## config.mk

```make
export PLATFORM = sky130hd
export DESIGN_NAME = hdmi_fetch_scheduler_flat
export DESIGN_NICKNAME = d
export VERILOG_FILES = /design/src/rtl/hdmi_fetch_pkg.sv /design/src/rtl/hdmi_fetch_scheduler_if.sv /design/src/rtl/hdmi_fetch_credit.sv /design/src/rtl/hdmi_fetch_scheduler.sv /design/src/flat_wrapper.sv
export SDC_FILE = /design/constraint.sdc
export NUM_CORES = 1
export LEC_CHECK = 0
export CAP_MARGIN = 20
export CELL_PAD_IN_SITES_DETAIL_PLACEMENT = 0
export CELL_PAD_IN_SITES_GLOBAL_PLACEMENT = 1
export CORE_MARGIN = 2
export CORE_UTILIZATION = 41
export DETAILED_ROUTE_END_ITERATION = 8
export PLACE_DENSITY_LB_ADDON = 0.1
export SLEW_MARGIN = 20
export SYNTH_ARGS = -nofsm -noshare
export SYNTH_HDL_FRONTEND = slang
export SYNTH_SLANG_ARGS = --single-unit
```

## constraint.sdc

```tcl
create_clock -name clk -period 7.4 [get_ports clk]
set_clock_uncertainty 0.2 [all_clocks]
set_input_delay 0.74 -clock clk [delete_from_list [all_inputs] [get_ports clk]]
set_output_delay 0.74 -clock clk [all_outputs]
set_load 0.01 [all_outputs]
```

## src/rtl/hdmi_fetch_pkg.sv

```systemverilog
// hdmi_fetch_pkg: shared types, default sizing constants and the burst-length
// helper for the HDMI framebuffer fetch scheduler.
package hdmi_fetch_pkg;

  typedef enum logic [1:0] {
    ST_IDLE       = 2'd0,
    ST_WAIT_FRAME = 2'd1,
    ST_ISSUE      = 2'd2,
    ST_DRAIN      = 2'd3
  } fetch_state_t;

  // Default configuration: 512-bit AXI data path.
  localparam int BPB                 = 64;
  localparam int BOUNDARY_4K         = 4096;
  localparam int DEF_BUF_BEATS       = 256;
  localparam int DEF_MAX_OUTSTANDING = 4;
  localparam int CREDIT_W_DEF        = $clog2(DEF_BUF_BEATS + 1);
  localparam int OUTST_W_DEF         = $clog2(DEF_MAX_OUTSTANDING + 1);

  // Burst length = min(max burst, beats left in the line, beats to the next 4KB page).
  // The address is beat aligned, so the page term is always at least 1.
  function automatic logic [8:0] calc_burst_len(
    input logic [8:0]  max_burst,
    input logic [11:0] beats_left,
    input logic [11:0] addr_lo,
    input int unsigned bpb_log2
  );
    logic [12:0] to_4k;
    logic [12:0] lim;
    logic [12:0] len;
    to_4k = (13'(BOUNDARY_4K) - {1'b0, addr_lo}) >> bpb_log2;
    lim   = ({4'd0, max_burst} < {1'b0, beats_left}) ? {4'd0, max_burst} : {1'b0, beats_left};
    len   = (to_4k < lim) ? to_4k : lim;
    return 9'(len);
  endfunction

endpackage

```

## src/rtl/hdmi_fetch_scheduler_if.sv

```systemverilog
// hdmi_fetch_scheduler_if: AXI4 read-address channel carried between the
// fetch scheduler (master) and the interconnect (slave).
interface hdmi_fetch_scheduler_if #(
  parameter int ADDR_W = 32,
  parameter int ID_W   = 2
) ();

  logic [ID_W-1:0]   arid;
  logic [ADDR_W-1:0] araddr;
  logic [7:0]        arlen;
  logic              arvalid;
  logic              arready;

  modport master (
    output arid,
    output araddr,
    output arlen,
    output arvalid,
    input  arready
  );

  modport slave (
    input  arid,
    input  araddr,
    input  arlen,
    input  arvalid,
    output arready
  );

endinterface

```

## src/rtl/hdmi_fetch_credit.sv

```systemverilog
// hdmi_fetch_credit: line-buffer credit pool (saturating) and outstanding-burst
// counter. can_issue says whether a burst of req_len beats may be requested now.
module hdmi_fetch_credit
  import hdmi_fetch_pkg::*;
#(
  parameter int C_BUF_BEATS       = DEF_BUF_BEATS,
  parameter int C_MAX_OUTSTANDING = DEF_MAX_OUTSTANDING,
  parameter int CREDIT_W          = CREDIT_W_DEF,
  parameter int OUTST_W           = OUTST_W_DEF
) (
  input  logic       clk,
  input  logic       rst,
  input  logic       issue,
  input  logic [8:0] issue_len,
  input  logic [8:0] req_len,
  input  logic       beat_freed,
  input  logic       r_done,
  output logic       can_issue,
  output logic       drained
);

  localparam logic [15:0] MAX_CREDIT = 16'(C_BUF_BEATS);
  localparam logic [15:0] MAX_OUTST  = 16'(C_MAX_OUTSTANDING);

  logic [CREDIT_W-1:0] credit_r;
  logic [OUTST_W-1:0]  outst_r;
  logic [15:0]         credit_sum;
  logic [15:0]         credit_next;
  logic [OUTST_W-1:0]  outst_next;

  // Net the issue deduction and the freed beat, then clamp at the pool size.
  always_comb begin
    credit_sum = 16'(credit_r) - (issue ? 16'(issue_len) : 16'd0)
               + (beat_freed ? 16'd1 : 16'd0);
    if (credit_sum > MAX_CREDIT) begin
      credit_next = MAX_CREDIT;
    end else begin
      credit_next = credit_sum;
    end
  end

  // Outstanding bursts: +1 on issue, -1 on RLAST (floored), unchanged when both.
  always_comb begin
    outst_next = outst_r;
    case ({issue, r_done})
      2'b10:   outst_next = outst_r + OUTST_W'(1);
      2'b01:   outst_next = (outst_r == '0) ? outst_r : outst_r - OUTST_W'(1);
      default: outst_next = outst_r;
    endcase
  end

  // Counter registers.
  always_ff @(posedge clk) begin
    if (rst) begin
      credit_r <= CREDIT_W'(C_BUF_BEATS);
      outst_r  <= '0;
    end else begin
      credit_r <= CREDIT_W'(credit_next);
      outst_r  <= outst_next;
    end
  end

  assign can_issue = (16'(credit_r) >= 16'(req_len)) && (16'(outst_r) < MAX_OUTST);
  assign drained   = (outst_r == '0);

endmodule

```

## src/rtl/hdmi_fetch_scheduler.sv

```systemverilog
// hdmi_fetch_scheduler: issues 4KB-safe AXI4 read bursts covering one frame per
// frame_start, throttled by line-buffer credit and outstanding-burst limit.
// Optional macro HDMI_FETCH_PERF_EN enables the perf_stall cycle counter;
// without it perf_stall is constant zero.
module hdmi_fetch_scheduler
  import hdmi_fetch_pkg::*;
#(
  parameter int C_ADDR_WIDTH      = 32,
  parameter int C_ID_WIDTH        = 2,
  parameter int C_DATA_WIDTH      = BPB * 8,
  parameter int C_ARID            = 0,
  parameter int C_MAX_BURST       = 16,
  parameter int C_BUF_BEATS       = DEF_BUF_BEATS,
  parameter int C_MAX_OUTSTANDING = DEF_MAX_OUTSTANDING
) (
  input  logic                    clk,
  input  logic                    rst,
  input  logic                    cfg_en,
  input  logic [C_ADDR_WIDTH-1:0] cfg_base,
  input  logic [15:0]             cfg_stride,
  input  logic [11:0]             cfg_line_beats,
  input  logic [11:0]             cfg_lines,
  input  logic                    frame_start,
  input  logic                    beat_freed,
  input  logic                    r_done,
  hdmi_fetch_scheduler_if.master  m_ar,
  output logic                    busy,
  output logic                    done,
  output logic                    overrun,
  output logic [31:0]             perf_stall
);

  localparam int BPB_LOG2 = $clog2(C_DATA_WIDTH / 8);

  fetch_state_t            state_r;
  fetch_state_t            state_next;
  logic [C_ADDR_WIDTH-1:0] line_addr_r;
  logic [11:0]             beat_ptr_r;
  logic [11:0]             line_r;
  logic [15:0]             lat_stride_r;
  logic [11:0]             lat_line_beats_r;
  logic [11:0]             lat_lines_r;
  logic                    arvalid_r;
  logic [C_ADDR_WIDTH-1:0] araddr_r;
  logic [7:0]              arlen_r;
  logic                    busy_r;
  logic                    done_r;
  logic                    overrun_r;

  logic [11:0]             beats_left_s;
  logic [C_ADDR_WIDTH-1:0] cur_addr_s;
  logic [8:0]              burst_len_s;
  logic [8:0]              issue_len_s;
  logic                    hs_s;
  logic                    line_end_s;
  logic                    last_line_s;
  logic                    can_issue_s;
  logic                    drained_s;
  logic                    load_frame_s;
  logic                    start_ar_s;
  logic                    drain_done_s;

  assign beats_left_s = lat_line_beats_r - beat_ptr_r;
  assign cur_addr_s   = line_addr_r + (C_ADDR_WIDTH'(beat_ptr_r) << BPB_LOG2);
  assign burst_len_s  = calc_burst_len(9'(C_MAX_BURST), beats_left_s, cur_addr_s[11:0], BPB_LOG2);
  assign issue_len_s  = {1'b0, arlen_r} + 9'd1;
  assign hs_s         = arvalid_r & m_ar.arready;
  assign line_end_s   = (beat_ptr_r + 12'(issue_len_s)) == lat_line_beats_r;
  assign last_line_s  = (line_r + 12'd1) == lat_lines_r;

  hdmi_fetch_credit #(
    .C_BUF_BEATS      (C_BUF_BEATS),
    .C_MAX_OUTSTANDING(C_MAX_OUTSTANDING),
    .CREDIT_W         ($clog2(C_BUF_BEATS + 1)),
    .OUTST_W          ($clog2(C_MAX_OUTSTANDING + 1))
  ) u_credit (
    .clk       (clk),
    .rst       (rst),
    .issue     (hs_s),
    .issue_len (issue_len_s),
    .req_len   (burst_len_s),
    .beat_freed(beat_freed),
    .r_done    (r_done),
    .can_issue (can_issue_s),
    .drained   (drained_s)
  );

  // State register.
  always_ff @(posedge clk) begin
    if (rst) begin
      state_r <= ST_IDLE;
    end else begin
      state_r <= state_next;
    end
  end

  // Next state and per-cycle control strobes.
  always_comb begin
    state_next   = state_r;
    load_frame_s = 1'b0;
    start_ar_s   = 1'b0;
    drain_done_s = 1'b0;
    case (state_r)
      ST_IDLE: begin
        if (cfg_en) begin
          state_next = ST_WAIT_FRAME;
        end else begin
          state_next = ST_IDLE;
        end
      end
      ST_WAIT_FRAME: begin
        if (!cfg_en) begin
          state_next = ST_IDLE;
        end else if (frame_start) begin
          load_frame_s = 1'b1;
          // An empty frame skips straight to completion without any AR.
          if ((cfg_line_beats == 12'd0) || (cfg_lines == 12'd0)) begin
            state_next = ST_DRAIN;
          end else begin
            state_next = ST_ISSUE;
          end
        end else begin
          state_next = ST_WAIT_FRAME;
        end
      end
      ST_ISSUE: begin
        if (arvalid_r) begin
          // A presented request is never withdrawn; leave only after its handshake.
          if (hs_s && (!cfg_en || (line_end_s && last_line_s))) begin
            state_next = ST_DRAIN;
          end else begin
            state_next = ST_ISSUE;
          end
        end else if (!cfg_en) begin
          state_next = ST_DRAIN;
        end else if (can_issue_s) begin
          start_ar_s = 1'b1;
        end else begin
          state_next = ST_ISSUE;
        end
      end
      ST_DRAIN: begin
        if (drained_s) begin
          drain_done_s = 1'b1;
          state_next   = cfg_en ? ST_WAIT_FRAME : ST_IDLE;
        end else begin
          state_next = ST_DRAIN;
        end
      end
      default: begin
        state_next = ST_IDLE;
      end
    endcase
  end

  // Frame latch, address walk and registered AR channel.
  always_ff @(posedge clk) begin
    if (rst) begin
      line_addr_r      <= '0;
      beat_ptr_r       <= 12'd0;
      line_r           <= 12'd0;
      lat_stride_r     <= 16'd0;
      lat_line_beats_r <= 12'd0;
      lat_lines_r      <= 12'd0;
      arvalid_r        <= 1'b0;
      araddr_r         <= '0;
      arlen_r          <= 8'd0;
    end else begin
      if (load_frame_s) begin
        line_addr_r      <= cfg_base;
        beat_ptr_r       <= 12'd0;
        line_r           <= 12'd0;
        lat_stride_r     <= cfg_stride;
        lat_line_beats_r <= cfg_line_beats;
        lat_lines_r      <= cfg_lines;
      end else if (hs_s) begin
        if (line_end_s) begin
          beat_ptr_r  <= 12'd0;
          line_addr_r <= line_addr_r + C_ADDR_WIDTH'(lat_stride_r);
          line_r      <= line_r + 12'd1;
        end else begin
          beat_ptr_r <= beat_ptr_r + 12'(issue_len_s);
        end
      end else begin
        beat_ptr_r <= beat_ptr_r;
      end
      if (start_ar_s) begin
        arvalid_r <= 1'b1;
        araddr_r  <= cur_addr_s;
        arlen_r   <= 8'(burst_len_s - 9'd1);
      end else if (hs_s) begin
        arvalid_r <= 1'b0;
      end else begin
        arvalid_r <= arvalid_r;
      end
    end
  end

  // Frame status flags.
  always_ff @(posedge clk) begin
    if (rst) begin
      busy_r    <= 1'b0;
      done_r    <= 1'b0;
      overrun_r <= 1'b0;
    end else begin
      if (load_frame_s) begin
        busy_r <= 1'b1;
      end else if (drain_done_s) begin
        busy_r <= 1'b0;
      end else begin
        busy_r <= busy_r;
      end
      done_r <= drain_done_s;
      // A frame pulse during an active frame is dropped but remembered.
      if (frame_start && busy_r) begin
        overrun_r <= 1'b1;
      end else begin
        overrun_r <= overrun_r;
      end
    end
  end

`ifdef HDMI_FETCH_PERF_EN
  logic [31:0] perf_r;
  logic        stall_s;

  assign stall_s = (arvalid_r & ~m_ar.arready) | (~arvalid_r & ~can_issue_s);

  // Stall cycles within ISSUE, restarted by each accepted frame, saturating.
  always_ff @(posedge clk) begin
    if (rst) begin
      perf_r <= 32'd0;
    end else if (load_frame_s) begin
      perf_r <= 32'd0;
    end else if ((state_r == ST_ISSUE) && stall_s && (perf_r != 32'hFFFF_FFFF)) begin
      perf_r <= perf_r + 32'd1;
    end else begin
      perf_r <= perf_r;
    end
  end

  assign perf_stall = perf_r;
`else
  assign perf_stall = 32'd0;
`endif

  assign m_ar.arid    = C_ID_WIDTH'(C_ARID);
  assign m_ar.araddr  = araddr_r;
  assign m_ar.arlen   = arlen_r;
  assign m_ar.arvalid = arvalid_r;
  assign busy         = busy_r;
  assign done         = done_r;
  assign overrun      = overrun_r;

endmodule

```

## src/flat_wrapper.sv

```systemverilog
// flat-port wrapper written by rule: the top's interface ports become plain ports
module hdmi_fetch_scheduler_flat import hdmi_fetch_pkg::*;
#(
  parameter int C_ADDR_WIDTH      = 32,
  parameter int C_ID_WIDTH        = 2,
  parameter int C_DATA_WIDTH      = BPB * 8,
  parameter int C_ARID            = 0,
  parameter int C_MAX_BURST       = 16,
  parameter int C_BUF_BEATS       = DEF_BUF_BEATS,
  parameter int C_MAX_OUTSTANDING = DEF_MAX_OUTSTANDING
)
  (clk, rst, cfg_en, cfg_base, cfg_stride, cfg_line_beats, cfg_lines, frame_start, beat_freed, r_done, busy, done, overrun, perf_stall, m_ar_arid, m_ar_araddr, m_ar_arlen, m_ar_arvalid, m_ar_arready);
  hdmi_fetch_scheduler_if m_ar_i ();
  input  logic clk;
  input  logic rst;
  input  logic cfg_en;
  input  logic [C_ADDR_WIDTH-1:0] cfg_base;
  input  logic [15:0] cfg_stride;
  input  logic [11:0] cfg_line_beats;
  input  logic [11:0] cfg_lines;
  input  logic frame_start;
  input  logic beat_freed;
  input  logic r_done;
  output logic busy;
  output logic done;
  output logic overrun;
  output logic [31:0] perf_stall;
  output wire logic [$bits(m_ar_i.arid)-1:0] m_ar_arid;
  output wire logic [$bits(m_ar_i.araddr)-1:0] m_ar_araddr;
  output wire logic [$bits(m_ar_i.arlen)-1:0] m_ar_arlen;
  output wire logic [$bits(m_ar_i.arvalid)-1:0] m_ar_arvalid;
  input wire logic [$bits(m_ar_i.arready)-1:0] m_ar_arready;
  assign m_ar_arid = m_ar_i.arid;
  assign m_ar_araddr = m_ar_i.araddr;
  assign m_ar_arlen = m_ar_i.arlen;
  assign m_ar_arvalid = m_ar_i.arvalid;
  assign m_ar_i.arready = m_ar_arready;
  hdmi_fetch_scheduler #(.C_ADDR_WIDTH(C_ADDR_WIDTH), .C_ID_WIDTH(C_ID_WIDTH), .C_DATA_WIDTH(C_DATA_WIDTH), .C_ARID(C_ARID), .C_MAX_BURST(C_MAX_BURST), .C_BUF_BEATS(C_BUF_BEATS), .C_MAX_OUTSTANDING(C_MAX_OUTSTANDING)) u_core (.clk(clk), .rst(rst), .cfg_en(cfg_en), .cfg_base(cfg_base), .cfg_stride(cfg_stride), .cfg_line_beats(cfg_line_beats), .cfg_lines(cfg_lines), .frame_start(frame_start), .beat_freed(beat_freed), .r_done(r_done), .m_ar(m_ar_i), .busy(busy), .done(done), .overrun(overrun), .perf_stall(perf_stall));
endmodule
```

==> results by group <==
Timing
  • Fmax: ~0.14 GHz
  • Headroom to the max-slew limit: 32.23%
  • Final hold vios: 0
  • Worst Tran Pin Value: 1017 ps
  • Tcrit/Tclk final: 94.67%
  • Slew Viols, Final: 0
  • Setup Viol. Count Final: 0
  • Setup ws final: 394.1 ps
  • Minimum clock period: approximately 7000 ps

Critical path
  • Crit path top cell by count: a21o_1
  • CP Capture Type: register
  • Max stage delay on crit path: 450 ps
  • Startpoint Class: register
  • Crit Path Max Fanout: 17
  • Setup CP Type: register to register
  • Critical Path AT: between 7000 and 8000 ps
  • Worst-path cell with the longest stage delay: or4_4
  • Crit path required time: ~7500 ps
  • FF-to-FF setup slack: between 300 and 400 ps
  • FF-to-FF Start: u_core.beat_ptr_r[0]
  • R2R cell count: 30
  • Reg-to-reg endpoint: u_core.m_ar.araddr[27]

Global routing
  • GR Util met3: around 3.4%
  • Largest net degree at the start of global routing: between 90 and 100
  • Gr usage total: around 22%
  • Vias in the first global route: between 9,000 and 10,000
  • Met2 usage: a little over a third
  • Most Crowded Layer GR: met2
  • Antenna violations before repair: 0
  • Total congestion overflow: 0
  • M1 GR Usage: between 30% and 40%
  • First-pass GRT wire length: around 50,000 um

Cells and area
  • Fin cells: approximately 1,800
  • Share of cells above drive strength 1: around 6.0%
  • P&R area growth vs syn: 19.15%
  • Ant. Diodes: 0
  • Post-route cell area: 12,930 um2
  • Layout Nets: ~1,700

Route
  • DRC errors left: 0
  • Avg Vias per Cell: about 5.4
  • Routed wire length per instance: between 15 and 20 um
  • Routed WL: around 31,000 um
  • Starting DRT DRC Count: 500
  • TritonRoute pass-1 iters: 5
  • Post-DRT Antenna Nets: 0
  • Via count: just under 10,000

Synthesis
  • Post-synth top flop: dfxtp_1
  • Number of synthesized flops with an enable pin: 0
  • Synth Register Bits: roughly 150
  • Register area share after synthesis: approximately 28%
  • Distinct cell type count after synthesis: between 80 and 90
  • Mapped Area: 10,850 um2
  • Syn. warnings: 0
  • Post-synth ARST share: 0%
  • Cells after synthesis: 1,388
  • Syn Area/Cell: a little under 8 um2

Die
  • Core ar.: ~26,000 um2
  • Die Area: 27,780 um2
  • Num rows: 59
  • Initial Util: 41.64%
  • IO Count: ~160
  • Die Ht: about 170 um
  • Die Span X: roughly 170 um

Min path
  • Hold Crit Endpoint: u_core.m_ar.araddr[15]
  • Hold path startpoint: u_core.m_ar.araddr[15]
  • Worst hold path class: register to register
  • Hold Crit Depth: 2

Clocking
  • Sink Count: between 150 and 200
  • Worst-path clk slew: around 70 ps
  • CTS HTree Levels: 4
  • Clk_lat worst skew: between 400 and 500 ps
  • Clock Root Buffer: clkbuf_16
  • Num CTS Buffers: 17
  • Largest buffer count on any clock path: 2
  • TritonCTS clock tree: yes

Place
  • Setup WS pre-CTS: approximately 170 ps
  • HPWL Detailed: between 20,000 and 25,000 um
  • Port-buffer cells: approximately 120
  • Dpl cell area: 12,260 um2
  • Final RePlAce weighted congestion: 0.9074
  • Placed cells: between 1,500 and 2,000

Pwr
  • Worst IR Drop VDD: about 200 uV
  • Pwr Density: approximately 190 nW/um2
  • Leak: between 5 and 6 nW

Status
  • Status: finished clean

Run
  • Max-cap violations: 0
## worst max path at each step
stage	to	start	depth (start not counted)	slack [ps]
5_1_grt	u_core.m_ar.araddr[27]	u_core.beat_ptr_r[0]	30	-20
2_1_floorplan	u_core.m_ar.arlen[3]	u_core.beat_ptr_r[0]	31	620
6_report	u_core.m_ar.araddr[27]	u_core.beat_ptr_r[0]	30	390
3_3_place_gp	u_core.m_ar.araddr[17]	u_core.beat_ptr_r[0]	29	320
4_1_cts	u_core.m_ar.araddr[17]	u_core.beat_ptr_r[0]	29	140
3_5_place_dp	u_core.m_ar.araddr[17]	u_core.beat_ptr_r[0]	29	170
## cell usage in the layout (no fill, tap or decap), types with 16 or more instances in the layout
cell type,Yosys,layout
xnor2_1,67,67
clkdlybuf4s50_1,0,121
conb_1,2,38
nor3_1,27,27
clkbuf_16,0,18
buf_4,36,21
a21o_1,16,16
a21oi_1,148,148
dfxtp_1,154,154
and3_1,16,16
ha_1,84,84
o21ai_0,77,77
nor2_1,96,94
xor2_1,46,46
inv_1,53,53
a31oi_1,22,22
nand3_1,27,27
nand2_1,213,213
## logic make-up after synthesis
| kind of cell | after synthesis | synth area share (%) |
|---|---|---|
| DFF | 154 | 28.41 |
| other | 2 | 0.06921 |
| AOI/OAI and AO/OA | 372 | 21.24 |
| and+or+nand+nor | 494 | 21.68 |
| xor gates and xnor gates | 117 | 9.905 |
| muxes | 11 | 1.084 |
| adders and majority gates | 91 | 10.98 |
| buffers and inverters | 147 | 6.631 |
## metrics by stage
stage / power (mW) / TNS (ps) / util (%) / hold slack (ps)
2_1_floorplan: 1.362 / 0 / - / 240.0
3_3_place_gp: 1.521 / 0 / 47.05 / 241.8
3_5_place_dp: 1.516 / 0 / 47.05 / 251.9
4_1_cts: 2.436 / 0 / 49.36 / 260.8
5_1_grt: 2.576 / -42.29 / 49.61 / 288.2
6_report: 2.434 / 0 / 49.61 / 257.2
## sequential cells by signal (all words and copies together) (netlist names)
name / cells
u_core.state_r: 2
u_core.done: 1
u_core.line_addr_r: 32
u_core.m_ar.arlen: 8
u_core.lat_lines_r: 12
u_core.u_credit.credit_r: 9
u_core.line_r: 12
u_core.beat_ptr_r: 12
u_core.overrun: 1
u_core.lat_line_beats_r: 12
u_core.m_ar.arvalid: 1
u_core.busy: 1
u_core.lat_stride_r: 16
u_core.u_credit.outst_r: 3
u_core.m_ar.araddr: 32
## routing by layer
| metal | vias to the layer above | wire [um] |
|---|---|---|
| met5 | - | 0 |
| met4 | 0 | 740 |
| met3 | 39 | 1235 |
| met2 | 217 | 14280 |
| met1 | 4575 | 15120 |
| li1 | 5032 | - |
## repair_timing
item                                   CTS  global route
hold buffers                             0             0
endpoints found under the hold margin    0             0
setup endpoints to repair                0            36
resized for setup                        0             3
setup buffers                            0             2
## report_power, final
| group | internal, mW | total, mW | switching [mW] |
|---|---|---|---|
| sequential | 0.854 | 0.876 | 0.0225 |
| clock | 0.512 | 0.921 | 0.409 |
| combinational | 0.284 | 0.637 | 0.353 |
| total | 1.65 | 2.43 | 0.784 |
## cells in the mapped netlist (6+ instances only)
cell type  instances  area share, %
nor2_1            96            3.3
o211ai_1          12           0.83
a31oi_1           22            1.3
or2_2              7           0.40
o21ai_0           77            3.6
fa_1               7            1.3
o21bai_1           7           0.48
and3_1            16           0.92
a21oi_1          148            6.8
or3_1             15           0.86
mux2i_1            7           0.65
buf_2              8           0.37
xnor2_1           67            5.4
nor4_1            11           0.63
xor2_1            46            3.7
nand4_1           11           0.63
nand3_1           27            1.2
nand2b_1          10           0.58
o21a_1            14           0.97
dfxtp_1          154             28
nor3_1            27            1.2
clkbuf_1          45            1.6
buf_4             36            2.5
a311oi_1           7           0.57
and2_1             9           0.52
o2111ai_1          7           0.57
a211oi_1          13           0.90
ha_1              84            9.7
nor2b_1           15           0.86
inv_1             53            1.8
nor4b_1            6           0.48
nand2_1          213            7.4
a21o_1            16            1.1
## cell type report
class                   instances  area, um2
fillers                      2599      13130
multi-input cells            1124       7216
flip-flops and latches        154       3083
repair buffers                145       1410
clock buffers                  17      425.4
well taps                     335      419.2
inverters                      53      198.9
clock inverters                14      176.4
## critical path: cells and delay by family, from the launching register on
kind / cells / cell delay [ps]
compound gates: 14 / 2660
simple gates: 6 / 1290
fa+ha+maj: 4 / 1170
mux: 2 / 620
buf+inv: 4 / 560
flops: 1 / 390
(Power assumes the default switching activity.)
